`src/rtl/rand_arb_pkg.sv`:
```
// Shared types and defaults for the random-word arbiter.
// Combinational content only; no latency or flow control of its own.
// Holds the buffer state enum, parameter defaults and the pointer-width helper.
package rand_arb_pkg;

    typedef enum logic {
        EMPTY = 1'b0,
        FULL  = 1'b1
    } state_t;

    localparam int WORD_W_DEF  = 30;
    localparam int CNT_W_DEF   = 8;
    localparam int MAX_AGE_DEF = 255;
    localparam int NUM_REQ_MAX = 8;

    // Width needed to index n requesters; never narrower than one bit.
    function automatic int clog2(input int n);
        int w;
        w = 1;
        while ((1 << w) < n) begin
            w = w + 1;
        end
        return w;
    endfunction

endpackage

```
`src/rtl/rr_pick.sv`:
```
// Round-robin picker: first set request at or above i_ptr, wrapping upward.
// Latency: purely combinational, zero cycles.
// Backpressure: none; the caller decides whether the pick is consumed.
module rr_pick
    import rand_arb_pkg::*;
#(
    parameter int NUM_REQ = 4,
    parameter int PTR_W   = clog2(NUM_REQ)
) (
    input  logic [NUM_REQ-1:0] i_req,
    input  logic [PTR_W-1:0]   i_ptr,
    output logic [NUM_REQ-1:0] o_pick,
    output logic               o_any
);

    always_comb begin
        int         w_idx_int;
        logic [PTR_W-1:0] w_idx;
        o_pick    = '0;
        o_any     = 1'b0;
        w_idx_int = 0;
        w_idx     = '0;
        for (int i = 0; i < NUM_REQ; i++) begin
            w_idx_int = int'(i_ptr) + i;
            if (w_idx_int >= NUM_REQ) begin
                w_idx_int = w_idx_int - NUM_REQ;
            end
            w_idx = PTR_W'(w_idx_int);
            if (!o_any && i_req[w_idx]) begin
                o_pick[w_idx] = 1'b1;
                o_any         = 1'b1;
            end
        end
    end

endmodule

```
`src/rtl/rand_word_arbiter.sv`:
```
// Hands each LFSR word from a 1-deep buffer to one requester, round-robin; RAND_AGE_LIMIT_EN adds expiry.
// Latency: rand_valid at edge E0 with req high gives a registered gnt/out_valid pulse after edge E0+1.
// Backpressure: none toward the generator; an unclaimed word is overwritten (freshest wins) and counted.
module rand_word_arbiter
    import rand_arb_pkg::*;
#(
    parameter int NUM_REQ = 4,
    parameter int WORD_W  = WORD_W_DEF,
    parameter int CNT_W   = CNT_W_DEF,
    parameter int MAX_AGE = MAX_AGE_DEF
) (
    input  logic               clk,
    input  logic               rst_n,
    input  logic               rand_valid,
    input  logic [WORD_W-1:0]  rand_word,
    input  logic [NUM_REQ-1:0] req,
    output logic [NUM_REQ-1:0] gnt,
    output logic               out_valid,
    output logic [WORD_W-1:0]  out_word,
    output logic               buf_full,
    output logic [CNT_W-1:0]   drop_cnt
);

    localparam int PTR_W = clog2(NUM_REQ);

    if (NUM_REQ < 2 || NUM_REQ > NUM_REQ_MAX || MAX_AGE < 1) begin : g_param_check
        $error("rand_word_arbiter: NUM_REQ must be 2..%0d and MAX_AGE >= 1", NUM_REQ_MAX);
    end

    state_t               r_state;
    state_t               w_state_nxt;
    logic [WORD_W-1:0]    r_buf;
    logic [PTR_W-1:0]     r_ptr;
    logic [NUM_REQ-1:0]   r_gnt;
    logic                 r_out_valid;
    logic [WORD_W-1:0]    r_out_word;
    logic [CNT_W-1:0]     r_drop_cnt;

    logic [NUM_REQ-1:0]   w_pick;
    logic                 w_any;
    logic                 w_grant;
    logic                 w_load;
    logic                 w_drop;
    logic                 w_expire;
    logic [PTR_W-1:0]     w_winner;
    logic [PTR_W-1:0]     w_ptr_nxt;

    rr_pick #(
        .NUM_REQ (NUM_REQ),
        .PTR_W   (PTR_W)
    ) u_rr_pick (
        .i_req  (req),
        .i_ptr  (r_ptr),
        .o_pick (w_pick),
        .o_any  (w_any)
    );

    assign w_grant = (r_state == FULL) && w_any;

    always_comb begin
        w_winner = '0;
        for (int i = 0; i < NUM_REQ; i++) begin
            if (w_pick[i]) begin
                w_winner = PTR_W'(i);
            end
        end
    end

    assign w_ptr_nxt = (w_winner == PTR_W'(NUM_REQ - 1)) ? '0 : w_winner + 1'b1;

`ifdef RAND_AGE_LIMIT_EN
    localparam int AGE_W = clog2(MAX_AGE + 1);

    logic [AGE_W-1:0] r_age;

    assign w_expire = (r_state == FULL) && (r_age == AGE_W'(MAX_AGE));

    always_ff @(posedge clk or negedge rst_n) begin
        if (!rst_n) begin
            r_age <= '0;
        end else if (w_load) begin
            r_age <= '0;
        end else if (r_state == FULL && r_age != AGE_W'(MAX_AGE)) begin
            r_age <= r_age + 1'b1;
        end
    end
`else
    assign w_expire = 1'b0;
`endif

    always_ff @(posedge clk or negedge rst_n) begin
        if (!rst_n) begin
            r_state <= EMPTY;
        end else begin
            r_state <= w_state_nxt;
        end
    end

    // Grant beats both overwrite and expiry; a same-edge fresh word refills the buffer.
    always_comb begin
        w_state_nxt = r_state;
        w_load      = 1'b0;
        w_drop      = 1'b0;
        case (r_state)
            EMPTY: begin
                if (rand_valid) begin
                    w_state_nxt = FULL;
                    w_load      = 1'b1;
                end
            end
            FULL: begin
                if (w_grant) begin
                    w_load = rand_valid;
                    if (!rand_valid) begin
                        w_state_nxt = EMPTY;
                    end
                end else if (rand_valid) begin
                    w_load = 1'b1;
                    w_drop = 1'b1;
                end else if (w_expire) begin
                    w_drop      = 1'b1;
                    w_state_nxt = EMPTY;
                end
            end
        endcase
    end

    always_ff @(posedge clk or negedge rst_n) begin
        if (!rst_n) begin
            r_buf       <= '0;
            r_ptr       <= '0;
            r_gnt       <= '0;
            r_out_valid <= 1'b0;
            r_out_word  <= '0;
            r_drop_cnt  <= '0;
        end else begin
            if (w_load) begin
                r_buf <= rand_word;
            end
            r_gnt       <= w_grant ? w_pick : '0;
            r_out_valid <= w_grant;
            if (w_grant) begin
                r_out_word <= r_buf;
                r_ptr      <= w_ptr_nxt;
            end
            if (w_drop && r_drop_cnt != '1) begin
                r_drop_cnt <= r_drop_cnt + 1'b1;
            end
        end
    end

    assign gnt       = r_gnt;
    assign out_valid = r_out_valid;
    assign out_word  = r_out_word;
    assign buf_full  = (r_state == FULL);
    assign drop_cnt  = r_drop_cnt;

endmodule

```
`config.mk`:
```
export PLATFORM = sky130hd
export DESIGN_NAME = rand_word_arbiter
export DESIGN_NICKNAME = d
export VERILOG_FILES = /design/src/rtl/rand_arb_pkg.sv /design/src/rtl/rr_pick.sv /design/src/rtl/rand_word_arbiter.sv
export SDC_FILE = /design/constraint.sdc
export NUM_CORES = 1
export LEC_CHECK = 0
export BUFFER_PORTS_ARGS = -buffer_cell sky130_fd_sc_hd__buf_2
export CORE_AREA = 2 2 77 86
export DETAILED_ROUTE_END_ITERATION = 8
export DIE_AREA = 0 0 79 88
export PLACE_DENSITY = 0.9
export SLEW_MARGIN = 20
export SYNTH_ARGS = -nofsm -noshare
export SYNTH_HDL_FRONTEND = slang
export SYNTH_SLANG_ARGS = --single-unit
export TNS_END_PERCENT = 1
```
`constraint.sdc`:
```
create_clock -name clk -period 6.5 [get_ports clk]
set_input_delay 0.65 -clock clk [delete_from_list [all_inputs] [get_ports clk]]
set_output_delay 0.65 -clock clk [all_outputs]
set_load 0.01 [all_outputs]
```
# After elaboration in Yosys (flattened, before gate mapping)
# Index checks and enable logic that the tools add are counted.
# W data, S select, Z words.
[totals]
ff_bits = 76
inputBits = 37
word_cells = 86
[classes]
addsub = 9
n_lt_le_gt_ge = 12
n_eq_ne = 2
n_mux = 40
bitwise = 4
reduce_logical = 12
[op_table]
columns = ["op", "count"]
rows = [
  ["$mux W4", 5],
  ["$mux W1", 18],
  ["$mux W2", 7],
  ["$lt A2 B3 Y1 const B", 4],
  ["$or A4 B4 Y4", 3],
  ["$ge A3 B3 Y1 const B", 3],
  ["$logic_and A1 B1 Y1", 9],
  ["$add A8 B1 Y8 const B", 1],
  ["$bmux W1 S2", 4],
  ["$demux W1 S2", 4],
  ["$ge A2 B1 Y1 const B", 4],
  ["$ne A8 B8 Y1 const B", 1],
  ["$sub A2 B1 Y2 const B", 4],
  ["$add A2 B2 Y3 const B", 2],
  ["$pmux W1 S2", 2],
  ["$add A2 B1 Y3 const B", 1],
  ["$ge A2 B3 Y1 const B", 1],
  ["$logic_not A1 Y1", 3],
  ["$add A2 B1 Y2 const B", 1],
  ["$eq A2 B2 Y1 const B", 1],
  ["$not A1 Y1", 1],
]

# Logic depth before layout (Yosys ltp)
# Gate-level depths: netlist of the first run.
[logic_depth]
ltp_word = 19
mapped_depth = 8

# Hierarchy
# Synthesis of the first run repeated with hierarchy kept, for this count alone.
[hier_totals]
hier_cells = 248
hier_area_um2 = 3415.8
[by_module_without_submodules]
columns = ["module", "instances", "cells_each", "area_each_um2", "seq_area_each_um2"]
rows = [
  ["rand_word_arbiter", 1, 186, 2907.8, 1901.8],
  ["rr_pick", 1, 62, 508.0, 0.0],
]

# Worst setup path before layout of the first run
# OpenSTA, ideal clock, no wires.
[synth_path]
path_type = "register to register"
from = "reg r_ptr[0]"
to = "reg r_ptr[1]"
t_arrival_ns = 2.233
path_slack_ns = 4.172
path_stages_with_launch = 9
period_less_slack_ns = 2.328
cell_sequence = "dfrtp_1 > inv_1 > ha_1 > mux2_2 > mux2i_2 > and4bb_4 > o2bb2ai_1 > nor2b_1 > o31ai_1"
[synth_between]
elab_chain_cells = 19
[synth_rtl]
columns = ["element", "line_no", "rtl"]
rows = [
  ["start, declared", "rand_word_arbiter.sv:33", "logic [PTR_W-1:0] r_ptr;"],
  ["start signal, assigned", "rand_word_arbiter.sv:144", "r_ptr <= w_ptr_nxt;"],
  ["parallel branches: the longest is 19 deep, another holds $add A2 B1 Y3", "-", ""],
]
# Parallel ways; which one is timed is not known. The select of a mux whose other input is x is not followed.
# A chain may end at the register's enable or synchronous reset.

# Final worst setup path of the first run
[layout_path]
from = "reg r_ptr[0]"
to = "reg r_ptr[0]"
# The elaborated chain is that of the path after synthesis.

==> metrics.json, run 1 <==
{
  "detail_route.drc_violations": 0,
  "power.static_leakage_uw": 0.00202,
  "place.port_buffers": 80,
  "syn_area_um2": 3270,
  "io_pins": 81,
  "dr.pass1.iters": 4,
  "power.total_uw": 1360,
  "num_clock_sinks": 76,
  "holdBufCountCts": 0,
  "netlist-cell-type-count": 37,
  "vdd_ir_drop_max_mv": 0.168,
  "most-common-layout-cells": "nand2_1, buf_2, dfrtp_1",
  "timing.critical_path.arrival_ns": 3.22,
  "worst_setup_hold_path_clk_slew_ns": 0.09,
  "first_global_vias": 2396,
  "final_min_period_over_clock_period": 0.455,
  "post_layout_nonfiller_instances": 456,
  "mostFrequentLayoutCell": "nand2_1",
  "cts_setup_buffers": 0,
  "cts_resized": 0,
  "area_growth_from_synthesis_to_layout_pct": 20.7,
  "status": "finished, final reports clean",
  "cts_max_level": 3,
  "antenna_found_initial": 0,
  "finalSetupViolations": 0,
  "routedLengthMet1_mm": 2.88,
  "post-route-min-period_ns": 2.96,
  "synth_largest_type_area_fraction": 0.581,
  "grt_max_degree": 77,
  "place_inst": 440,
  "detail_route.iter0.violations": 192,
  "routed-wl-met2_mm": 3.30,
  "clkLatencyLatePin_ns": 0.35,
  "synth_seq_cells": 76,
  "grt_first_pass_wirelength_mm": 11.1,
  "yosysTopAreaCell": "dfrtp_1",
  "routed-wl-met3_um": 323,
  "cellPowerDensity_nw_per_um2": 345,
  "max_capacitance_violation_total": 0,
  "synth_sequential_area_ratio": 0.581,
  "cts.root.buffer_cell": "clkbuf_8",
  "min_path_type": "input port to async pin",
  "dieArea_um2": 6950,
  "path_class": "register to register",
  "synth_fp_nets": 335,
  "critPathRequiredTime_ns": 6.77,
  "setup_repair_after_global_routing_missed_its_margin": "no",
  "detailed_route_vias_per_instance": 5.20,
  "global_route.overflow_total": 0,
  "drt-wirelength-per-cell_um": 14.6,
  "tritoncts": "done",
  "final.setup_skew_ns": 0.0106,
  "max_freq_mhz": 338,
  "post_synthesis_instance_total": 290,
  "tightestPinTransition_ns": 1.00,
  "ant_nets": 0,
  "worst-path-max-fanout": 15,
  "drt-total-wl_mm": 6.66,
  "slew-limit-headroom": 0.329,
  "grt_util_all_layers": 0.208,
  "crit_path_end_kind": "register",
  "top_layer": "met4",
  "start_util": 0.538,
  "placeableCoreArea_um2": 6080,
  "finalSetupTns_ns": 0,
  "fraction_of_layout_cells_with_a_size_suffix_above_1": 0.367,
  "gpl.final_weighted_congestion": 0.896,
  "die_width_um": 79,
  "synth.yosys.warnings": 0,
  "diodes": 0,
  "clock_path_buffers": 2,
  "layout.nets": 416,
  "dp.final_hpwl_mm": 4.45,
  "finalMaxSlewViolations": 0,
  "final.hold.worst_slack_ns": 0.406,
  "num-fill-cells": 510,
  "fp-row-count": 30,
  "startpoint_type": "register",
  "die_height_um": 88,
  "synthTopCellsByArea": "dfrtp_1, mux2_2, nand2_1",
  "via_count": 2370,
  "tritoncts_buffer_count": 9,
  "synth_area_per_cell_um2": 11.3,
  "finalHoldViolations": 0
}
## synthesized netlist by cell type (all sizes together)
master	number
nand2b	5
nor2	5
a221oi	1
xor2	1
nor4	1
mux2i	4
and3	3
nand2	98
and2	3
ha	8
inv	5
mux4	2
and4bb	1
buf	4
nor2b	3
or2	1
a31oi	1
o21ai	1
o22ai	2
dfrtp	76
o21a	1
a2111oi	1
a22o	2
o211ai	1
nand4	5
nand3	3
o31ai	2
clkbuf	7
a21oi	1
o2bb2ai	1
a31o	1
a2bb2oi	1
mux2	33
xnor2	6
## logic make-up (layout without fill, tap and decap cells)
family                     count (synthesis)  after routing  share of synthesized area
adders and majority gates                  8              8                     0.0306
AOI/OAI and AO/OA                         16             16                     0.0421
DFF                                       76             76                      0.581
buffers and inverters                     16            102                     0.0187
xor gates and xnor gates                   7              7                     0.0187
and+or+nand+nor                          128            128                      0.168
muxes                                     39             39                      0.141
## final timing paths
kind	start	slack, ns	end	cells past startpoint
worst max-delay path	r_ptr[0]	3.54	r_ptr[0]	8
worst min-delay path	rst_n	0.41	out_word[3]	1
worst max register to register	r_ptr[0]	3.54	r_ptr[0]	8
worst min register to register	r_buf[14]	0.46	out_word[14]	2
max in group asynchronous	rst_n	5.46	r_buf[8]	1
min in group clk	r_buf[14]	0.46	out_word[14]	2
## state kept, by name, summed over array words and instances (netlist names)
register   flops
r_buf         30
gnt            4
out_word      30
drop_cnt       8
out_valid      1
r_ptr          2
buf_full       1
## metal layers
layer,track usage,vias to the layer above
met3,0.0433,14
met1,0.265,1164
li1,-,1128
met4,0.114,0
met2,0.337,64
met5,0,-
## final cells by class
cell class	count	area (um^2)	share of cell area
sequential	76	1900	0.482
multi-input combinational	198	1310	0.332
timing repair buffer	81	410	0.104
clock buffer	9	124	0.0314
tap	80	100	0.0254
clock inverter	7	83.8	0.0212
inverter	5	18.8	0.00475
## power by group
part	total, uW	switching, uW	internal (uW)
Combinational	392	208	184
Clock	373	189	184
Sequential	599	59.0	540
## worst max-delay path: stages (launching register included)
cell       delay (ns)
dfrtp_1          0.67
inv_1            0.30
ha_1             0.42
mux2_2           0.39
mux2i_2          0.33
and4bb_4         0.32
o2bb2ai_1        0.17
nor2_1           0.09
o31ai_2          0.18
## metrics by stage
stage	setup slack (ns)	area (um^2)	utilization
final	3.54	3950	0.649
after floorplan	4.17	3270	-
after global routing	3.32	3950	0.649
after global placement	3.75	3740	0.615
after detailed placement	3.59	3740	0.615
after CTS	3.57	3950	0.649
Power figures use the tool's default switching activity.
==> run 2, diff against run 1 <==
--- a/config.mk
+++ b/config.mk
@@ -6,10 +6,10 @@
 export NUM_CORES = 1
 export LEC_CHECK = 0
 export BUFFER_PORTS_ARGS = -buffer_cell sky130_fd_sc_hd__buf_2
-export CORE_AREA = 2 2 77 86
+export CORE_AREA = 2 2 82 92
 export DETAILED_ROUTE_END_ITERATION = 8
-export DIE_AREA = 0 0 79 88
-export PLACE_DENSITY = 0.9
+export DIE_AREA = 0 0 84 94
+export PLACE_DENSITY = 0.84
 export SLEW_MARGIN = 20
 export SYNTH_ARGS = -nofsm -noshare
 export SYNTH_HDL_FRONTEND = slang
==> constraint.sdc (replaced) <==
create_clock -name clk -period 2.4 [get_ports clk]
set_input_delay 0.24 -clock clk [delete_from_list [all_inputs] [get_ports clk]]
set_output_delay 0.24 -clock clk [all_outputs]
set_load 0.01 [all_outputs]
==> run 2 against run 1 <==
  * Wire length barely moved
  * Clock skew barely moved
  * Fmax rose by 28%
  * Sequential power rose to 2.6 times the previous value
  * Non-clock buffer count rose by 6
  * Clock power rose to 2.8 times the previous value
  * Combinational power rose to 3.0 times the previous value
  * Critical endpoint unchanged
  * Highest routed layer unchanged
==> metrics.json, run 2 (same netlist as run 1, synthesis figures left out) <==
{
  "mostFrequentLayoutCell": "nand2_1",
  "tritoncts_buffer_count": 9,
  "most-common-layout-cells": "nand2_1, buf_2, dfrtp_1",
  "clock_path_buffers": 2,
  "place_inst": 451,
  "ant_nets": 0,
  "fraction_of_layout_cells_with_a_size_suffix_above_1": 0.374,
  "detailed_route_vias_per_instance": 5.10,
  "cellPowerDensity_nw_per_um2": 950,
  "detail_route.iter0.violations": 107,
  "worst_setup_hold_path_clk_slew_ns": 0.08,
  "crit_path_end_kind": "register",
  "max_freq_mhz": 434,
  "tightestPinTransition_ns": 0.921,
  "startpoint_type": "register",
  "regArea_um2": 1900,
  "clock_network_fraction_of_design_power": 0.278,
  "cts_resized": 0,
  "dieArea_um2": 7900,
  "start_util": 0.472,
  "status": "finished, final reports clean",
  "die_width_um": 84,
  "min_path_type": "input port to async pin",
  "cts.root.buffer_cell": "clkbuf_8",
  "finalSetupTns_ns": 0,
  "drt-total-wl_mm": 6.67,
  "clkLatencyLatePin_ns": 0.34,
  "finalMaxSlewViolations": 0,
  "max_capacitance_violation_total": 0,
  "placeableCoreArea_um2": 6930,
  "diodes": 0,
  "final.setup_skew_ns": 0.0105,
  "internal_power_uw": 2600,
  "grt_first_pass_wirelength_mm": 11.3,
  "global_route.overflow_total": 0,
  "area_growth_from_synthesis_to_layout_pct": 22.5,
  "grt_max_degree": 77,
  "path_class": "register to register",
  "layout.nets": 422,
  "finalSetupViolations": 0,
  "tritoncts": "done",
  "dr.pass1.iters": 4,
  "detail_route.drc_violations": 0,
  "die_height_um": 94,
  "p_seq_frac": 0.411,
  "power.static_leakage_uw": 0.00205,
  "io_pins": 81,
  "setup_slack_reg_to_reg_ns": 0.1,
  "timing.critical_path.arrival_ns": 2.52,
  "slew-limit-headroom": 0.386,
  "dp.final_hpwl_mm": 4.51,
  "via_count": 2383,
  "finalHoldViolations": 0,
  "cts_max_level": 3,
  "holdBufCountCts": 0,
  "num-fill-cells": 598,
  "fp-row-count": 32,
  "power_switching_uw": 1210,
  "vdd_ir_drop_max_mv": 0.613,
  "gpl.final_weighted_congestion": 0.939,
  "comb_power_share": 0.311,
  "reg2reg_from": "r_ptr[1]",
  "worst-path-max-fanout": 3,
  "antenna_found_initial": 0,
  "cts_setup_buffers": 0,
  "grt_util_all_layers": 0.182,
  "num_clock_sinks": 76,
  "critPathRequiredTime_ns": 2.61,
  "multi_input_area_um2": 1310,
  "worstRegToRegCells": 8,
  "place.port_buffers": 80,
  "setup_repair_after_global_routing_missed_its_margin": "no",
  "final_min_period_over_clock_period": 0.960,
  "first_global_vias": 2413,
  "drt-wirelength-per-cell_um": 14.3,
  "switching_share": 0.318,
  "post-route-min-period_ns": 2.30,
  "post_layout_nonfiller_instances": 467,
  "r2r_end": "r_ptr[0]"
}
## run 2: changes by cell type in the layout (fill, tap and decap cells not counted), sizes merged
cell / previous run / this run
clkinvlp: 1 / 2
buf: 81 / 87
bufinv: 1 / 2
inv: 7 / 5
clkinv: 3 / 2
clkbuf: 9 / 10
## run 2: final cells by class
| type | count | area share |
|---|---|---|
| clock buffers | 10 | 0.0318 |
| clock inverters | 6 | 0.0222 |
| multi-input cells | 198 | 0.327 |
| flip-flops and latches | 76 | 0.474 |
| inverters | 5 | 0.00468 |
| well taps | 85 | 0.0265 |
| repair buffers | 87 | 0.114 |
## run 2: critical path: stages, from the launching register on
cell       delay (ns)
dfrtp_1          0.35
inv_1            0.08
ha_1             0.33
mux2_2           0.37
and3_1           0.19
a2111oi_1        0.46
o2bb2ai_1        0.18
nor2_1           0.15
o31ai_2          0.06
## run 2: metrics by stage
step	total power [uW]	utilization	hold slack (ns)	area, um^2	worst slack [ns]
6_report	3810	0.579	0.0415	4010	0.0962
3_5_place_dp	2770	0.547	0.448	3790	0.0570
2_1_floorplan	2370	-	-0.0556	3270	0.0719
5_1_grt	4030	0.579	0.0968	4010	0.00149
3_3_place_gp	2710	0.547	0.431	3790	0.221
4_1_cts	3830	0.579	0.0667	4010	0.0434
## run 2: worst max-delay path by stage
stage / startpoint / endpoint / slack [ns] / depth (start not counted)
floorplan: r_ptr[0] / r_ptr[1] / 0.07 / 8
global placement: r_ptr[1] / r_ptr[0] / 0.22 / 8
detailed placement: r_ptr[0] / r_ptr[0] / 0.06 / 8
CTS: r_ptr[1] / r_ptr[0] / 0.04 / 8
global route: r_ptr[1] / r_ptr[0] / 0.001 / 8
finish: r_ptr[1] / r_ptr[0] / 0.1 / 8
## run 2: per-layer routing
layer,share of wire,global-route usage,vias up
li1,-,-,1143
met1,0.44,0.240,1147
met2,0.48,0.291,81
met3,0.055,0.0466,12
met4,0.018,0.0753,0
met5,0,0,-
## run 2: power by group through the flow
stage	Sequential (uW)	Clock (uW)	Combinational [uW]
finish	1560	1060	1190
detailed placement	1590	0	1180
CTS	1570	1080	1180
global route	1590	1140	1300
floorplan	1660	0	707
global placement	1580	0	1120
==> run 3, diff against run 2 <==
--- a/config.mk
+++ b/config.mk
@@ -6,10 +6,10 @@
 export NUM_CORES = 1
 export LEC_CHECK = 0
 export BUFFER_PORTS_ARGS = -buffer_cell sky130_fd_sc_hd__buf_2
-export CORE_AREA = 2 2 82 92
+export CORE_AREA = 2 2 86 88
 export DETAILED_ROUTE_END_ITERATION = 8
-export DIE_AREA = 0 0 84 94
-export PLACE_DENSITY = 0.84
+export DIE_AREA = 0 0 88 90
+export PLACE_DENSITY = 0.83
 export SLEW_MARGIN = 20
 export SYNTH_ARGS = -nofsm -noshare
 export SYNTH_HDL_FRONTEND = slang
==> run 3 against run 2 <==
  * Global-route usage about the same
  * Die area increased by 0.30%
  * Utilization decreased by 0.20 points
  * Highest routed layer unchanged
==> metrics.json, run 3 (same netlist as run 1, synthesis figures left out) <==
{
  "place.port_buffers": 80,
  "post_layout_nonfiller_instances": 480,
  "num_clock_sinks": 76,
  "finalMaxSlewViolations": 0,
  "cts_setup_buffers": 0,
  "fp-row-count": 31,
  "dp.final_hpwl_mm": 4.41,
  "via_count": 2389,
  "gpl.final_weighted_congestion": 0.821,
  "die_width_um": 88,
  "slew-limit-headroom": 0.378,
  "worst_setup_hold_path_clk_slew_ns": 0.08,
  "grt_max_degree": 77,
  "finalSetupTns_ns": 0,
  "io_pins": 81,
  "critPathRequiredTime_ns": 2.62,
  "cp_slowest_cell": "a2111oi_2",
  "placeableCoreArea_um2": 7020,
  "timing.critical_path.arrival_ns": 2.45,
  "timing.critical_path.cells": "inv_1 > ha_1 > mux2_2 > and3_1 > a2111oi_2 > o2bb2ai_1 > nor2_1 > o31ai_2",
  "place_inst": 465,
  "status": "finished, final reports clean",
  "startpoint_type": "register",
  "vdd_ir_drop_max_mv": 0.447,
  "max_capacitance_violation_total": 0,
  "mostFrequentLayoutCell": "nand2_1",
  "ant_nets": 0,
  "cts.root.buffer_cell": "clkbuf_8",
  "power.static_leakage_uw": 0.00206,
  "final_min_period_over_clock_period": 0.929,
  "stdcell_area_um2": 4050,
  "setup_repair_after_global_routing_missed_its_margin": "no",
  "die_height_um": 90,
  "internal_power_uw": 2630,
  "tritoncts": "done",
  "grtUsageMet1": 0.240,
  "detailed_route_vias_per_instance": 4.98,
  "gr_util_met2": 0.273,
  "finalSetupViolations": 0,
  "layout.nets": 422,
  "power_switching_uw": 1210,
  "global_route.overflow_total": 0,
  "crit_path_end_kind": "register",
  "detail_route.drc_violations": 0,
  "tightestPinTransition_ns": 0.932,
  "grt-busiest-layer": "met2",
  "min_path_type": "input port to async pin",
  "max_freq_mhz": 449,
  "fraction_of_layout_cells_with_a_size_suffix_above_1": 0.378,
  "worst-path-max-fanout": 3,
  "clkLatencyLatePin_ns": 0.35,
  "tritoncts_buffer_count": 9,
  "drt-total-wl_mm": 6.56,
  "antenna_found_initial": 0,
  "post_dp_cell_area_um2": 3820,
  "path_class": "register to register",
  "first_global_vias": 2386,
  "start_util": 0.466,
  "cts_max_level": 3,
  "dieArea_um2": 7920,
  "p_seq_frac": 0.408,
  "finalHoldViolations": 0,
  "crit_path_max_incr_delay_ns": 0.40,
  "switching_share": 0.315,
  "cellPowerDensity_nw_per_um2": 949,
  "detail_route.iter0.violations": 54,
  "grt_util_met3": 0.0670,
  "diodes": 0,
  "holdBufCountCts": 0,
  "comb_power_share": 0.310,
  "area_growth_from_synthesis_to_layout_pct": 23.7,
  "drt-wirelength-per-cell_um": 13.7,
  "clock_network_fraction_of_design_power": 0.282,
  "most-common-layout-cells": "nand2_1, buf_2, dfrtp_1",
  "clock_path_buffers": 2,
  "final.setup_skew_ns": 0.00995,
  "grt_util_all_layers": 0.183,
  "dr.pass1.iters": 4,
  "grt_first_pass_wirelength_mm": 11.1,
  "post-route-min-period_ns": 2.23
}
==> run 3: changes by cell type in the layout (fill, tap and decap cells not counted), sizes merged <==
cell and change:
clkinv -2, inv +1
==> run 3: path summary, 6_finish.rpt <==
path / startpoint / endpoint / slack [ns] / cells past startpoint
worst max register to register: r_ptr[1] / r_ptr[0] / 0.17 / 8
worst min-delay path: rst_n / out_word[20] / 0.02 / 1
worst min register to register: r_buf[21] / out_word[21] / 0.47 / 2
min in group clk: rand_word[16] / r_buf[16] / 0.11 / 2
max in group asynchronous: rst_n / out_word[28] / 1.77 / 1
worst max-delay path: r_ptr[1] / r_ptr[0] / 0.17 / 8
==> run 3: layout make-up <==
| cell class | count | area, um^2 |
|---|---|---|
| Inverter | 5 | 18.8 |
| Fill cell | 608 | 2970 |
| Sequential cell | 76 | 1900 |
| Clock buffer | 10 | 138 |
| Multi-Input combinational cell | 198 | 1320 |
| Timing Repair Buffer | 87 | 468 |
| Clock inverter | 5 | 83.8 |
| Tap cell | 99 | 124 |
==> run 3: power by group through the flow <==
stage	combinational, uW	sequential (uW)	clock (uW)
2_1_floorplan	707	1660	0
3_3_place_gp	1130	1580	0
3_5_place_dp	1170	1590	0
4_1_cts	1180	1570	1120
5_1_grt	1310	1590	1180
6_report	1190	1570	1080
==> run 3: through the flow <==
stage	setup WS, ns	hold WS [ns]	util	power, uW
final	0.171	0.0219	0.577	3840
after global routing	0.0456	0.0850	0.577	4080
after CTS	0.0741	0.0494	0.576	3870
after detailed placement	-0.00824	0.450	0.544	2770
after global placement	0.229	0.430	0.544	2710
after floorplan	0.0719	-0.0556	-	2370
==> run 3: worst max-delay path, delay by kind of cell, from the launching register on <==
kind | cells | cell delay [ns]
compound gates | 3 | 0.63
fa+ha+maj | 1 | 0.33
buf+inv | 1 | 0.08
flops | 1 | 0.34
mux | 1 | 0.37
simple gates | 2 | 0.36
==> run 3: per-layer routing <==
layer  up-vias  routed length [um]  share of wire
met5         -                   0              0
met4         0                 137          0.021
met3        11                 387          0.059
met2        72                3150           0.48
met1      1164                2890           0.44
li1       1142                   -              -
==> run 3: timing repair <==
action,4_1_cts,5_1_grt
hold endpoints to repair,0,0
setup endpoints to repair,1,2
resized for setup,1,1
gates cloned,0,0
